===== config.mk =====
export PLATFORM = sky130hd
export DESIGN_NAME = ifu_fetch_queue
export DESIGN_NICKNAME = d
export VERILOG_FILES = /design/src/rtl/ifu_fetch_queue.sv
export SDC_FILE = /design/constraint.sdc
export NUM_CORES = 1
export LEC_CHECK = 0
export ABC_AREA = 1
export BUFFER_PORTS_ARGS = -buffer_cell sky130_fd_sc_hd__buf_2
export CAP_MARGIN = 10
export CORE_MARGIN = 4
export CORE_UTILIZATION = 40
export DETAILED_ROUTE_END_ITERATION = 10
export REMOVE_ABC_BUFFERS = 1
export SETUP_SLACK_MARGIN = 0.2
export SLEW_MARGIN = 5
export SYNTH_ARGS = -nofsm -noshare
export SYNTH_HDL_FRONTEND = slang
export SYNTH_SLANG_ARGS = --single-unit
export TNS_END_PERCENT = 30

===== constraint.sdc =====
create_clock -name clock -period 4.95 [get_ports clock]
set_input_delay 0 -clock clock [delete_from_list [all_inputs] [get_ports clock]]
set_output_delay 0 -clock clock [all_outputs]
set_load 0.02 [all_outputs]

===== src/rtl/ifu_fetch_queue.sv =====
// Instruction-fetch front end: I-cache lookup, static branch prediction and a
// DEPTH-entry fetch queue feeding decode, with miss-safe redirect handling.
module ifu_fetch_queue #(
  parameter logic [31:0] RESET_PC     = 32'h80000000,
  parameter int unsigned DEPTH        = 4,
  parameter bit          BP_EN        = 1'b1,
  parameter bit          STALL_ON_SYS = 1'b1
) (
  input  logic                         clock,
  input  logic                         reset,
  output logic [31:0]                  ic_addr,
  input  logic                         ic_hit,
  input  logic [31:0]                  ic_inst,
  input  logic                         jump_flush,
  input  logic [31:0]                  jump_dnpc,
  input  logic                         cs_flush,
  input  logic [31:0]                  cs_dnpc,
  input  logic                         out_ready,
  output logic                         out_valid,
  output logic [31:0]                  out_pc,
  output logic [31:0]                  out_inst,
  output logic                         out_pred_taken,
  output logic [$clog2(DEPTH+1)-1:0]   q_count
);

  localparam int unsigned AW = $clog2(DEPTH);
  localparam int unsigned CW = $clog2(DEPTH + 1);

  logic [31:0]   r_pc_mem   [DEPTH];
  logic [31:0]   r_inst_mem [DEPTH];
  logic          r_pred_mem [DEPTH];

  logic [AW-1:0] r_rd_ptr;
  logic [AW-1:0] r_wr_ptr;
  logic [CW-1:0] r_count;
  logic [31:0]   r_fetch_pc;
  logic          r_redir_pend;
  logic [31:0]   r_dnpc;
  logic          r_sys_stall;

  logic          w_flush;
  logic [31:0]   w_dnpc;
  logic          w_full;
  logic          w_empty;
  logic          w_enq;
  logic          w_deq;
  logic [31:0]   w_imm_b;
  logic [31:0]   w_imm_j;
  logic          w_is_br;
  logic          w_is_jal;
  logic          w_is_sys;
  logic [31:0]   w_incr;
  logic          w_pred_taken;
  logic [31:0]   w_next;
  logic          w_sys_hold;
  logic [CW-1:0] w_count_nxt;

  assign w_flush = jump_flush | cs_flush;
  assign w_dnpc  = cs_flush ? cs_dnpc : jump_dnpc;

  assign w_full  = (r_count == CW'(DEPTH));
  assign w_empty = (r_count == '0);

  assign out_valid = ~w_empty & ~w_flush;
  assign w_deq     = out_valid & out_ready;
  assign w_enq     = ic_hit & ~w_flush & ~r_redir_pend & ~r_sys_stall & (~w_full | w_deq);

  assign w_imm_b  = {{20{ic_inst[31]}}, ic_inst[7], ic_inst[30:25], ic_inst[11:8], 1'b0};
  assign w_imm_j  = {{12{ic_inst[31]}}, ic_inst[19:12], ic_inst[20], ic_inst[30:21], 1'b0};
  assign w_is_br  = (ic_inst[6:0] == 7'b1100011);
  assign w_is_jal = (ic_inst[6:0] == 7'b1101111);
  assign w_is_sys = (ic_inst[6:2] == 5'b11100);

  always_comb begin
    w_incr = 32'd4;
    if (BP_EN) begin
      if (w_is_br && ic_inst[31]) begin
        w_incr = w_imm_b;
      end else if (w_is_jal) begin
        w_incr = w_imm_j;
      end
    end
  end

  assign w_pred_taken = (w_incr != 32'd4);
  assign w_next       = r_fetch_pc + w_incr;
  // A stalling SYS instruction leaves fetch_pc parked on itself.
  assign w_sys_hold   = STALL_ON_SYS & w_is_sys;

  assign w_count_nxt = r_count + {{(CW-1){1'b0}}, w_enq} - {{(CW-1){1'b0}}, w_deq};

  always_ff @(posedge clock) begin
    if (reset) begin
      r_fetch_pc   <= RESET_PC;
      r_redir_pend <= 1'b0;
      r_dnpc       <= '0;
      r_sys_stall  <= 1'b0;
      r_rd_ptr     <= '0;
      r_wr_ptr     <= '0;
      r_count      <= '0;
    end else begin
      // fetch_pc only moves on a hit so a refill in progress sees a stable address.
      if (ic_hit) begin
        if (w_flush) begin
          r_fetch_pc   <= w_dnpc;
          r_redir_pend <= 1'b0;
        end else if (r_redir_pend) begin
          r_fetch_pc   <= r_dnpc;
          r_redir_pend <= 1'b0;
        end else if (w_enq && !w_sys_hold) begin
          r_fetch_pc <= w_next;
        end
      end else if (w_flush) begin
        r_redir_pend <= 1'b1;
        r_dnpc       <= w_dnpc;
      end

      if (w_flush) begin
        r_rd_ptr <= '0;
        r_wr_ptr <= '0;
        r_count  <= '0;
      end else begin
        if (w_enq) begin
          r_wr_ptr <= r_wr_ptr + AW'(1);
        end
        if (w_deq) begin
          r_rd_ptr <= r_rd_ptr + AW'(1);
        end
        r_count <= w_count_nxt;
      end

      if (w_flush) begin
        r_sys_stall <= 1'b0;
      end else if (w_enq && w_sys_hold) begin
        r_sys_stall <= 1'b1;
      end
    end
  end

  always_ff @(posedge clock) begin
    if (w_enq) begin
      r_pc_mem[r_wr_ptr]   <= r_fetch_pc;
      r_inst_mem[r_wr_ptr] <= ic_inst;
      r_pred_mem[r_wr_ptr] <= w_pred_taken;
    end
  end

  assign ic_addr        = r_fetch_pc;
  assign out_pc         = r_pc_mem[r_rd_ptr];
  assign out_inst       = r_inst_mem[r_rd_ptr];
  assign out_pred_taken = r_pred_mem[r_rd_ptr];
  assign q_count        = r_count;

endmodule


==> results.md <==
- Worst Tran Pin Value: 1074 ps
- Clk_lat worst skew: 530 ps
- Dpl hpwl: 28,070 um
- Die area: 42,230 um^2
- Diodes inserted: 0
- Number of synthesized flops with an enable pin: 260
- CP Data Required Time: 5400 ps
- Count leader, synth: edfxtp_1
- Chip height: 205.5 um
- Core area: 38,650 um^2
- CTS tree: yes
- Vias: 12,343
- Synth unique cells: 49
- Layout Nets: 2,025
- Port bufs: 202
- Total Power: 6.312 mW
- CP dominant cell by count: nand2_1
- Clock root cell: clkbuf_16
- Tot GR Track Use: 20.27%
- I/O pins: 203
- Cell family with most CP delay: simple AND/OR/NAND/NOR gates
- Busiest grt layer: met2
- Pleak: 7.902 nW
- Mapped cell area: 15,600 um^2
- PD cells: 327.0 nW/um^2
- Crit path buffers/inverters: 3
- Site Rows: 72
- RSZ-0062 raised after global routing: false
- Met2 GRT Util: 31.96%
- Residual DRC: 0
- Vias/cell: 5.086
- CP peak stage delay: 520 ps
- Crit-path max FO: 13
- GRT Residual Overflow: 0
- Most instantiated cells after synthesis: edfxtp_1 (260), nand2_1 (258), nor2_1 (230)
- Initial DRC Count: 724
- Pins Over Slew Limit: 0
- CP Data Arrival Time: 3520 ps
- FMAX: 0.3251 GHz
- HP Class: in2reg
- Final Hold Fails: 0
- Initial antenna violation count: 0
- Setup TNS: 0 ps
- CTS Buf Count: 36
- FF-to-FF Start: q_count[1]$_SDFF_PP0_
- WL final: 43,940 um
- First-pass GRT wire length: 67,180 um
- Reg-to-reg critical path endpoint: q_count[2]$_SDFF_PP0_
- Clock Skew: 26.34 ps
- Worst R2R Setup Slack: 2290 ps
- Share of layout cells above drive strength 1: 16.76%
- Critical Path Slowest Stage Cell: dlygate4sd3_1
- Mean post-synth cell area: 9.758 um^2
- Hold Startpoint: cs_dnpc[12]
- Top post-synthesis cells by area: edfxtp_1 (50%), dfxtp_1 (9.6%), o21ai_0 (6.7%)
- Vias in the first global route: 11,710
- Met3 Use GR: 3.042%
- DR pass1 iterations: 5
- Maximum clock path buffer count: 3
- R2R depth: 13
- CP Launch Type: input port
- Die width: 205.5 um
- Met1 Use GR: 29.32%
- Post-synth ARST share: 0%
- Rel. slew slack: 28.37%
- Worst-path cell chain: dlygate4sd3_1, buf_2, nand2_1, nor2_1, nand3_1, o21ai_0, inv_1, ha_1, fa_1, nand2_1, nand2_1, and2_1, nand3_1, nand3b_1, nand2_1, nand2_1, nand2_1, nand3_1, a21oi_1
- Post-DP Area: 17,150 um^2
- Setup Buffers After CTS: 0
- Largest area contributor in the netlist: edfxtp_1
- Time the worst path needs with I/O delays and setup: 3076 ps
- Yosys warnings: 0
- VDD IR max: 175.9 uV
- Layout area overhead: 23.72%
- Detail Route Antenna Nets: 0
- CTS H-tree lvls: 2
- Final Core Density: 49.95%
- Largest net degree at the start of global routing: 67
- FF+latch count, synth: 335
- Initial core utilization: 40.37%
- Clk sink count: 335
- Mapped Cells: 1,599
- Final Instance Area: 19,300 um^2
- Min Hold Slack: 35.97 ps
- Hold Crit Depth: 6
- Endpoint, Worst Hold: ic_addr[12]$_SDFFE_PP0P_
- Crit. End Element: flip-flop
- Status: complete, no violations
- Clk slew on worst S/H paths: 60 ps
- Max cap viols: 0
- Share of the synthesized area in the top cell type: 50.04%
- Sequential area share after synthesis: 59.66%
- WL per Instance: 18.11 um
- Final setup vio count: 0
- Final period util: 62.15%
- Post-synth top flop: edfxtp_1
- CP Class: in2reg
- RePlAce Congestion: 0.9068
[metrics by stage]
stage | instances | worst slack, ps
after floorplan | 1526 | 167.7
after global placement | 2260 | 1992
after detailed placement | 2260 | 1889
after CTS | 2427 | 1887
after global routing | 2427 | 1455
final | 2427 | 1874
[worst min-delay path, stage by stage]
cell	delay, ps
buf_2	70
mux2_2	160
nand2_1	50
o21ai_0	60
nor2_1	50
a21oi_1	120
[placed cells by master (no fill, tap or decap), types with 3 or more instances in the layout]
| cell | instances |
|---|---|
| edfxtp_1 | 260 |
| nand2_1 | 258 |
| nor2_1 | 226 |
| o21ai_0 | 209 |
| buf_2 | 202 |
| inv_1 | 131 |
| dlygate4sd3_1 | 103 |
| a21oi_1 | 85 |
| dfxtp_1 | 73 |
| o22ai_1 | 66 |
| nand3_1 | 46 |
| ha_1 | 38 |
| clkbuf_16 | 36 |
| mux2_2 | 30 |
| clkbuf_1 | 12 |
| o21ai_1 | 10 |
| buf_4 | 10 |
| xor2_1 | 9 |
| clkinv_1 | 8 |
| nand3b_1 | 8 |
| nand4_1 | 5 |
| inv_2 | 5 |
| or2_2 | 5 |
| and2_1 | 5 |
| o21bai_1 | 5 |
| nor2_4 | 4 |
| nor3_1 | 4 |
| buf_12 | 4 |
| a211oi_2 | 3 |
| xnor2_1 | 3 |
| a31oi_1 | 3 |
| a211oi_1 | 3 |
| o21a_1 | 3 |
| a21o_1 | 3 |
| bufinv_16 | 3 |
[registers in the layout, indices dropped and copies added, names as in the netlist, named ones only]
signal,count
ic_addr,32
r_sys_stall,1
r_wr_ptr,2
r_dnpc,32
r_pred_mem,4
r_redir_pend,1
q_count,3
r_rd_ptr,2
r_inst_mem,128
r_pc_mem,128
[how the worst max path moves through the flow]
stage                    start                        to  cells past startpoint
global route        ic_inst[5]  ic_addr[21]$_SDFFE_PP0P_                     19
global placement    ic_inst[6]  ic_addr[21]$_SDFFE_PP0P_                     18
floorplan            flip-flop               out_inst[0]                      3
CTS                 ic_inst[6]  ic_addr[21]$_SDFFE_PP0P_                     19
detailed placement  ic_inst[6]  ic_addr[17]$_SDFFE_PP0P_                     18
finish              ic_inst[6]  ic_addr[21]$_SDFFE_PP0P_                     19
[layer usage]
layer / share of wire, % / vias to the layer above
li1: - / 6106
met1: 47 / 5813
met2: 45 / 360
met3: 5.8 / 64
met4: 2.6 / 0
met5: 0 / -
[area by class of cell]
cell class | count | area [um^2]
clock inverter | 15 | 162.7
clock buffer | 49 | 959.7
sequential | 335 | 9314
fill | 3553 | 19340
timing repair buffer | 319 | 2197
multi-input combinational | 1052 | 5497
inverter | 139 | 525.5
tap | 518 | 648.1
[kinds of logic (layout without fill, tap and decap cells)]
kind of cell               count (synthesis)  in the layout  synth area share, %
and+or+nand+nor                          571            571                14.92
AOI/OAI and AO/OA                        397            397                13.85
DFF                                      335            335                59.66
buffers and inverters                    212            522                5.301
adders and majority gates                 40             40                3.304
muxes                                     32             32                2.293
xor gates and xnor gates                  12             12               0.6737
[where the power goes]
group          leakage (nW)  switching, mW  internal, mW  total [mW]
logic                  4.41          0.325         0.227       0.552
clock network         0.538           1.07          1.52        2.59
registers              2.95         0.0676          3.11        3.17
total                  7.90           1.46          4.85        6.31
[repair_timing]
action,in CTS,in global routing
hold endpoints to repair,175,0
resized for setup,0,0
hold buffers,103,0
endpoints found under the setup margin,0,0
(Power assumes the default switching activity.)
